===== config.mk =====
export PLATFORM = sky130hd
export DESIGN_NAME = led_sequencer
export DESIGN_NICKNAME = d
export VERILOG_FILES = /design/src/rtl/led_sequencer_pkg.sv /design/src/rtl/led_prescaler.sv /design/src/rtl/led_sequencer.sv
export SDC_FILE = /design/constraint.sdc
export NUM_CORES = 1
export LEC_CHECK = 0
export CAP_MARGIN = 15
export CORE_UTILIZATION = 52
export CTS_CLUSTER_SIZE = 20
export DETAILED_ROUTE_END_ITERATION = 8
export GPL_TIMING_DRIVEN = 0
export PLACE_DENSITY = 0.83
export SLEW_MARGIN = 20
export SYNTH_ARGS = -nofsm -noshare
export SYNTH_HDL_FRONTEND = slang
export SYNTH_HIERARCHICAL = 1
export SYNTH_SLANG_ARGS = --single-unit

===== constraint.sdc =====
create_clock -name clk -period 2.3 [get_ports clk]
set_clock_uncertainty 0.05 [all_clocks]
set_input_delay 0.345 -clock clk [delete_from_list [all_inputs] [get_ports clk]]
set_output_delay 0.345 -clock clk [all_outputs]
set_load 0.03 [all_outputs]

===== src/rtl/led_sequencer_pkg.sv =====
// ============================================================================
// led_sequencer_pkg
// Shared register map, mode encodings, STATUS bits and FSM states.
// Revision: 1.0
// ============================================================================
`default_nettype none

package led_sequencer_pkg;

  localparam logic [1:0] REG_CTRL    = 2'd0;
  localparam logic [1:0] REG_PATTERN = 2'd1;
  localparam logic [1:0] REG_PERIOD  = 2'd2;
  localparam logic [1:0] REG_STATUS  = 2'd3;

  localparam int STATUS_BUSY    = 0;
  localparam int STATUS_OVERRUN = 1;

  typedef enum logic [1:0] {
    MODE_STATIC = 2'b00,
    MODE_BLINK  = 2'b01,
    MODE_CHASE  = 2'b10,
    MODE_BOUNCE = 2'b11
  } mode_t;

  typedef enum logic {
    ST_IDLE  = 1'b0,
    ST_WRITE = 1'b1
  } state_t;

  function automatic logic [7:0] rotl8(input logic [7:0] v);
    return {v[6:0], v[7]};
  endfunction

  function automatic logic [7:0] rotr8(input logic [7:0] v);
    return {v[0], v[7:1]};
  endfunction

endpackage

`default_nettype wire


===== src/rtl/led_prescaler.sv =====
// ============================================================================
// led_prescaler
// Tick prescaler (TICK_DIV clocks per tick) and step counter (PERIOD+1 ticks).
// Revision: 1.0
// ============================================================================
`default_nettype none

module led_prescaler #(
  parameter int TICK_DIV = 50000
) (
  input  logic       clk,
  input  logic       reset,
  input  logic       enable,
  input  logic       clear,
  input  logic [7:0] period,
  output logic       step
);

  localparam int            CW       = $clog2(TICK_DIV);
  localparam logic [CW-1:0] PRE_LAST = CW'(TICK_DIV - 1);

  logic [CW-1:0] pre_cnt;
  logic [7:0]    step_cnt;
  logic          tick;
  logic          step_wrap;

  assign tick      = enable && (pre_cnt == PRE_LAST);
  // >= keeps the counter bounded if PERIOD is lowered mid-count
  assign step_wrap = (step_cnt >= period);
  assign step      = tick && step_wrap;

  always_ff @(posedge clk or negedge reset) begin
    if (!reset) begin
      pre_cnt  <= '0;
      step_cnt <= '0;
    end else if (!enable) begin
      pre_cnt  <= '0;
      step_cnt <= '0;
    end else begin
      pre_cnt <= tick ? '0 : pre_cnt + 1'b1;
      if (clear) begin
        step_cnt <= '0;
      end else if (tick) begin
        step_cnt <= step_wrap ? 8'd0 : step_cnt + 8'd1;
      end
    end
  end

endmodule

`default_nettype wire


===== src/rtl/led_sequencer.sv =====
// ============================================================================
// led_sequencer
// Config slave plus Avalon-MM master that writes timed LED frames.
// Revision: 1.0
// ============================================================================
`default_nettype none

module led_sequencer
  import led_sequencer_pkg::*;
#(
  parameter int         TICK_DIV = 50000,
  parameter logic [3:0] LED_ADDR = 4'b0000
) (
  input  logic       clk,
  input  logic       reset,
  input  logic [1:0] slave_address,
  input  logic       slave_read,
  input  logic       slave_write,
  input  logic [7:0] slave_writedata,
  output logic [7:0] slave_readdata,
  output logic [3:0] master_address,
  output logic       master_write,
  output logic [7:0] master_writedata,
  input  logic       master_waitrequest
);

  logic [2:0] ctrl;
  logic [7:0] pattern;
  logic [7:0] period;
  logic       overrun;
  logic [7:0] frame;
  logic       dir_right;
  logic       pending;
  state_t     state;

  logic       enable;
  mode_t      mode;
  logic       busy;
  logic       wr_ctrl, wr_pattern, wr_period, wr_status;
  logic       reload_on, reload_off, reload;
  logic [7:0] reload_pat;
  logic       step_raw, step_ok, advance, req_write;
  logic [7:0] next_frame;
  logic       next_dir;

  assign enable     = ctrl[0];
  assign mode       = mode_t'(ctrl[2:1]);
  assign busy       = (state == ST_WRITE);
  assign master_address = LED_ADDR;

  assign wr_ctrl    = slave_write && (slave_address == REG_CTRL);
  assign wr_pattern = slave_write && (slave_address == REG_PATTERN);
  assign wr_period  = slave_write && (slave_address == REG_PERIOD);
  assign wr_status  = slave_write && (slave_address == REG_STATUS);

  // Frame only drives the LEDs while enabled; a disabled PATTERN write just stores.
  assign reload_on  = (wr_ctrl && slave_writedata[0]) || (wr_pattern && enable);
  assign reload_off = wr_ctrl && !slave_writedata[0] && enable;
  assign reload     = reload_on || reload_off;
  assign reload_pat = wr_pattern ? slave_writedata : pattern;

  assign step_ok    = step_raw && !slave_write;
  assign advance    = step_ok && !busy;
  assign req_write  = reload || advance;

  led_prescaler #(
    .TICK_DIV (TICK_DIV)
  ) u_prescaler (
    .clk    (clk),
    .reset  (reset),
    .enable (enable),
    .clear  (reload_on),
    .period (period),
    .step   (step_raw)
  );

  always_comb begin
    next_frame = frame;
    next_dir   = dir_right;
    if (reload_off) begin
      next_frame = 8'h00;
    end else if (reload_on) begin
      next_frame = reload_pat;
      next_dir   = 1'b0;
    end else if (advance) begin
      case (mode)
        MODE_STATIC: next_frame = pattern;
        MODE_BLINK:  next_frame = (frame != 8'h00) ? 8'h00 : pattern;
        MODE_CHASE:  next_frame = rotl8(frame);
        MODE_BOUNCE: begin
          if (dir_right) begin
            next_frame = rotr8(frame);
            if (next_frame[0]) next_dir = 1'b0;
          end else begin
            next_frame = rotl8(frame);
            if (next_frame[7]) next_dir = 1'b1;
          end
        end
        default: next_frame = frame;
      endcase
    end
  end

  always_ff @(posedge clk or negedge reset) begin
    if (!reset) begin
      ctrl           <= '0;
      pattern        <= '0;
      period         <= '0;
      overrun        <= 1'b0;
      frame          <= '0;
      dir_right      <= 1'b0;
      slave_readdata <= '0;
    end else begin
      if (wr_ctrl)    ctrl    <= slave_writedata[2:0];
      if (wr_pattern) pattern <= slave_writedata;
      if (wr_period)  period  <= slave_writedata;
      if (wr_status && slave_writedata[STATUS_OVERRUN]) begin
        overrun <= 1'b0;
      end else if (step_ok && busy) begin
        overrun <= 1'b1;
      end
      frame     <= next_frame;
      dir_right <= next_dir;
      if (slave_read) begin
        case (slave_address)
          REG_CTRL:    slave_readdata <= {5'b0, ctrl};
          REG_PATTERN: slave_readdata <= pattern;
          REG_PERIOD:  slave_readdata <= period;
          REG_STATUS:  slave_readdata <= {6'b0, overrun, busy};
          default:     slave_readdata <= '0;
        endcase
      end
    end
  end

  // Master FSM: one outstanding write plus at most one queued reload.
  always_ff @(posedge clk or negedge reset) begin
    if (!reset) begin
      state            <= ST_IDLE;
      master_write     <= 1'b0;
      master_writedata <= '0;
      pending          <= 1'b0;
    end else begin
      case (state)
        ST_IDLE: begin
          if (req_write || pending) begin
            state            <= ST_WRITE;
            master_write     <= 1'b1;
            master_writedata <= next_frame;
            pending          <= 1'b0;
          end
        end
        ST_WRITE: begin
          if (reload) pending <= 1'b1;
          if (!master_waitrequest) begin
            state        <= ST_IDLE;
            master_write <= 1'b0;
          end
        end
        default: begin
          state        <= ST_IDLE;
          master_write <= 1'b0;
        end
      endcase
    end
  end

endmodule

`default_nettype wire


After elaboration in Yosys (flattened, before gate mapping) --
Index checks and enable logic that the tools add are counted.
Cells by class: $add $sub $neg 2, magnitude comparators 1, equality and inequality tests 11, multiplexer cells 31, bitwise gates (word level) 2, reduce and logical (&&, ||, !) cells 31
Operators with widths (number):
- 2-to-1 mux 8 bit | 10
- case mux 8 bit (4 select lines) | 2
- 2-to-1 mux 16 bit | 2
- adder 16 x 1 -> 16 bit, second input constant | 1
- == test 16 bit, second input constant | 1
- logical AND 1 bit | 14
- 2-to-1 mux 1 bit | 14
- adder 8 x 1 -> 8 bit, second input constant | 1
- == test 2 bit, second input constant | 4
- >= comparator 8 bit | 1
- nonzero test 8 bit | 1
- case mux 1 bit (2 select lines) | 3
- AND reduction 2 bit | 3
- nonzero test 2 bit | 3
- == test 2 x 1 -> 1 bit, second input constant | 2
- zero test 2 bit | 2
- logical OR 1 bit | 4
- != test 2 bit, second input constant | 2
- zero test 1 bit | 3
- != test 3 x 1 -> 1 bit, second input constant | 1
- AND reduction 3 bit | 1
- != test 2 x 1 -> 1 bit, second input constant | 1
- NOT 1 bit | 2
Word-level totals: flip-flop bits (word level) 72, output and inout bits 21, logic and storage cells 91

Longest topological paths before layout --
depth in word-level cells 9, depth in mapped cells 13, depth with buffers taken out 11

Cells and area by module --
The synthesis kept the hierarchy.
By module, submodules not included:
- led_sequencer | times used 1, cells an instance 219, area an instance 2409.8 um2, seq. area each 1201.2 um2
- led_prescaler | times used 1, cells an instance 158, area an instance 1506.4 um2, seq. area each 600.6 um2

Worst setup path after synthesis --
No wires, ideal clock.
path kind flip-flop to flip-flop, start register u_prescaler.pre_cnt[10], end register master_writedata[6], setup time 137 ps, arrival 2333 ps, path slack -219 ps, cell stages (with the launch flop) 11, buffers on the path 3, period minus slack after synthesis 2519 ps, cell sequence dfrtp_1 nor4bb_1 and4_4 buf_6 a21boi_1 nor3b_1 buf_2 buf_1 o221ai_1 o311ai_0 o21ai_1
Between the ends: longest elaborated chain between the ends 8, elaborated cells between the ends (all ways) 11, classes of those cells eq/ne: 1; mux: 3; reduce/logical: 7
RTL lines:
- start, declared | RTL line led_prescaler.sv:22 | logic [CW-1:0] pre_cnt;
- start signal, assigned | RTL line led_prescaler.sv:40 | pre_cnt <= tick ? '0 : pre_cnt + 1'b1;
- == test 16 bit (*) | RTL line led_prescaler.sv:27 | assign tick = enable && (pre_cnt == PRE_LAST);
- logical AND 1 bit (*) | RTL line led_prescaler.sv:27
- logical AND 1 bit (*) | RTL line led_prescaler.sv:30 | assign step = tick && step_wrap;
- via step_raw | RTL line led_sequencer.sv:42 | logic step_raw, step_ok, advance, req_write;
- logical AND 1 bit (*) | RTL line led_sequencer.sv:62 | assign step_ok = step_raw && !slave_write;
- logical AND 1 bit (*) | RTL line led_sequencer.sv:63 | assign advance = step_ok && !busy;
- 2-to-1 mux 8 bit / logical OR 1 bit (equally long branches) | RTL line led_sequencer.sv:85, led_sequencer.sv:64
- 2-to-1 mux 8 bit / logical OR 1 bit (equally long branches) | RTL line led_sequencer.sv:82, led_sequencer.sv:146
- 2-to-1 mux 8 bit / AND reduction 2 bit (equally long branches)
- end signal, assigned | RTL line led_sequencer.sv:149 | master_writedata <= next_frame;
- end, declared | RTL line led_sequencer.sv:23 | output logic [7:0] master_writedata,
The timed path passes the listed nets; every way through them passes the cells marked *. A chain may end at the register's enable or synchronous reset.

Worst setup path in the final report --
start register u_prescaler.pre_cnt[11], end register master_writedata[1]
Same word-level chain as after synthesis.

==> metrics <==
boundary pin count=36; Clk pin slew, worst setup/hold paths=80 ps; Setup CP Type=register to register; Synth cell types=62; Clock Sinks=72; pin count of the biggest net entering global routing=41; Starting Density=54.0%; PD cells=797 mW/mm²; status=complete, but fails checks; die width=88.8 µm; first-pass GRT wire length=15400 µm; largest area contributor in the netlist=dfrtp_1; Crit path arrival time=2770 ps; Routed WL per cell=19.7 µm; CTS Buf Count=9; fin util=73.3%; slowest stage cell on the critical path=dfrtp_1; Max FO, Critical Path=5; failing checks=negative setup slack; initial antenna violation count=0; gr usage total=26.2%; Max clock buf depth=2; asr flop ratio synth=100%; Critical Path RT=2480 ps; die area=0.00788 mm²; register area share after synthesis=46.0%; Worst Setup Start Kind=register; H-tree depth=3; Buf/Inv on CP=3; Tightest Pin Transition=953 ps; via/cell ratio=6.20; Slew Limit Fails=0; Final period util=113%; TritonCTS clock tree=yes; CP Capture Type=register; total core area=0.00725 mm²; # rows=31; final worst setup slack=-288 ps; fmax=0.386 GHz; number of synthesized flops with an enable pin=0; ys flop type=dfrtp_1; Area contributors post-synth=dfrtp_1 (46%), mux2_2 (6.0%), nor2_1 (3.9%); initial DRC count=301; vias in the first global route=3226; DP Area=0.00438 mm²; max-capacitance violation count=0; Top delay family on crit path=simple AND/OR/NAND/NOR gates; Setup violations, final=16; WL final=11200 µm; Max IR drop VDD=0.747 mV; Synth warnings=6; Initial DRT Pass Iterations=5; Area growth, synth to finish=35.8%; antenna-violating nets left=0; R2R Setup Slk=-290 ps; fin nets=491; post-route cell area=0.00532 mm²; DR vias=3527; Die H=88.8 µm; mapped cell area=0.00392 mm²; IO Port Bufs=29; Post-Syn Instances=377; count leader, synth=dfrtp_1; P_leak=2.29 nW; global route overflow=0; DRC errors left=0; Final GP Congestion=0.863; Power, Total=4.24 mW; Worst-Skew Late Latency=350 ps; most instantiated cells after synthesis=dfrtp_1 (72), nor2_1 (41), nand2_1 (33), mux2_2 (21); crit path cell chain=nor4bb_4 -> and4_4 -> a21boi_4 -> nor3b_4 -> buf_6 -> buf_4 -> buf_8 -> o221ai_1 -> o311ai_1 -> o21ai_1; RSZ-0062 raised after global routing=true; final hold violation count=0; worst hold path type=input port to register; fraction of layout cells with a size suffix above 1=34.9%; Root Driver=clkbuf_8; post-synth top area share=46.0%; Worst path max stage delay=420 ps; Slew HR=36.3%; post-detail-place hpwl=6090 µm; post-route minimum period=2590 ps; FF+latch count, synth=72; ANT cells=0; syn avg cell area=10.4 µm²
flip-flops by register name, summed over array words and instances, names as in the netlist:
name                  cells
pattern                   8
pending                   1
busy                      1
master_write              1
overrun                   1
slave_readdata            8
u_prescaler/step_cnt      8
u_prescaler/pre_cnt      16
ctrl                      3
frame                     8
dir_right                 1
master_writedata          8
period                    8
worst paths after layout:
path,from,depth (start not counted),endpoint
worst min register to register,master_writedata[2]$_DFFE_PN0P_,2,master_writedata[2]$_DFFE_PN0P_
worst max register to register,u_prescaler/pre_cnt[11]$_DFF_PN0_,10,master_writedata[1]$_DFFE_PN0P_
worst max-delay path,u_prescaler/pre_cnt[11]$_DFF_PN0_,10,master_writedata[1]$_DFFE_PN0P_
max in group asynchronous,reset,3,period[2]$_DFFE_PN0P_
min in group asynchronous,reset,2,busy$_DFF_PN0_
worst min-delay path,slave_address[1],2,overrun$_DFFE_PN0P_
layout make-up:
type	count	area, µm²
repair buffers	76	694
well taps	99	124
fillers	461	1930
flip-flops and latches	72	1810
clock buffers	11	151
multi-input cells	270	2260
plain buffers	19	155
inverters	18	67.6
clock inverters	4	53.8
cell usage in the layout (no fill, tap or decap), types with 3 or more instances in the layout:
cell             netlist  routed
clkbuf_1               3       3
nor2_1                41      40
o311ai_2               3       5
a21oi_1               17      17
conb_1                 1       4
and3_1                 5       5
ha_4                   0       7
nand2_1               33      32
o311ai_4               0       3
mux2_2                21      20
buf_2                  6       4
nand3_1               16      15
nor2b_1                6       4
inv_1                 17      13
clkdlybuf4s50_1        0      26
xnor2_1                5       5
clkbuf_8               0      11
a22oi_1                5       5
buf_4                  4      46
mux2i_1               15      14
o221ai_2               0       4
nand2b_1               3       3
dfrtp_2                0       5
dfrtp_1               72      67
xor2_1                 9       9
nand4_1                8       8
o21ai_0                5       3
o21ai_1                6       6
inv_2                  1       5
buf_6                  6       9
o22ai_1                4       3
where the power goes:
part	leakage, nW	switching [mW]	internal, mW	total (mW)
registers	0.903	0.253	1.50	1.75
clock network	0.0976	0.503	0.556	1.06
logic	1.29	0.760	0.665	1.42
total	2.29	1.52	2.72	4.24
through the flow:
stage	setup slack, ps	TNS (ps)	cells	hold WS (ps)
final	-288	-3130	569	183
after floorplan	0.347	0	380	-0.591
after global routing	-386	-4350	569	206
after global placement	-1560	-118420	508	418
after CTS	-216	-1270	548	177
after detailed placement	-561	-7720	509	270
cell families (layout without fill, tap and decap cells):
logic type / after synthesis / after routing / share of synthesized area (%)
AND/OR/NAND/NOR: 138 / 138 / 18.3
flip-flops: 72 / 72 / 46.0
AO/OA/AOI/OAI: 65 / 65 / 12.5
multiplexers: 39 / 39 / 11.4
buffers and inverters: 38 / 128 / 5.37
XOR/XNOR: 14 / 14 / 3.13
adder cells (fa/ha/maj): 10 / 10 / 3.19
other: 1 / 4 / 0.0958
per-layer routing:
metal | GRT usage (%) | wire length [µm] | vias up
met5 | 0 | 0 | -
met4 | 13.0 | 418 | 0
met3 | 4.85 | 657 | 52
met2 | 41.3 | 5620 | 188
met1 | 34.8 | 4510 | 1768
li1 | - | - | 1519
repair_timing:
item,CTS,global route
hold buffers,1,0
gates resized for setup,36,41
endpoints found under the hold margin,32,0
buffers inserted,24,20
cloned,0,1
setup endpoints to repair,24,23
pin swaps,14,23
(Power assumes the default switching activity.)
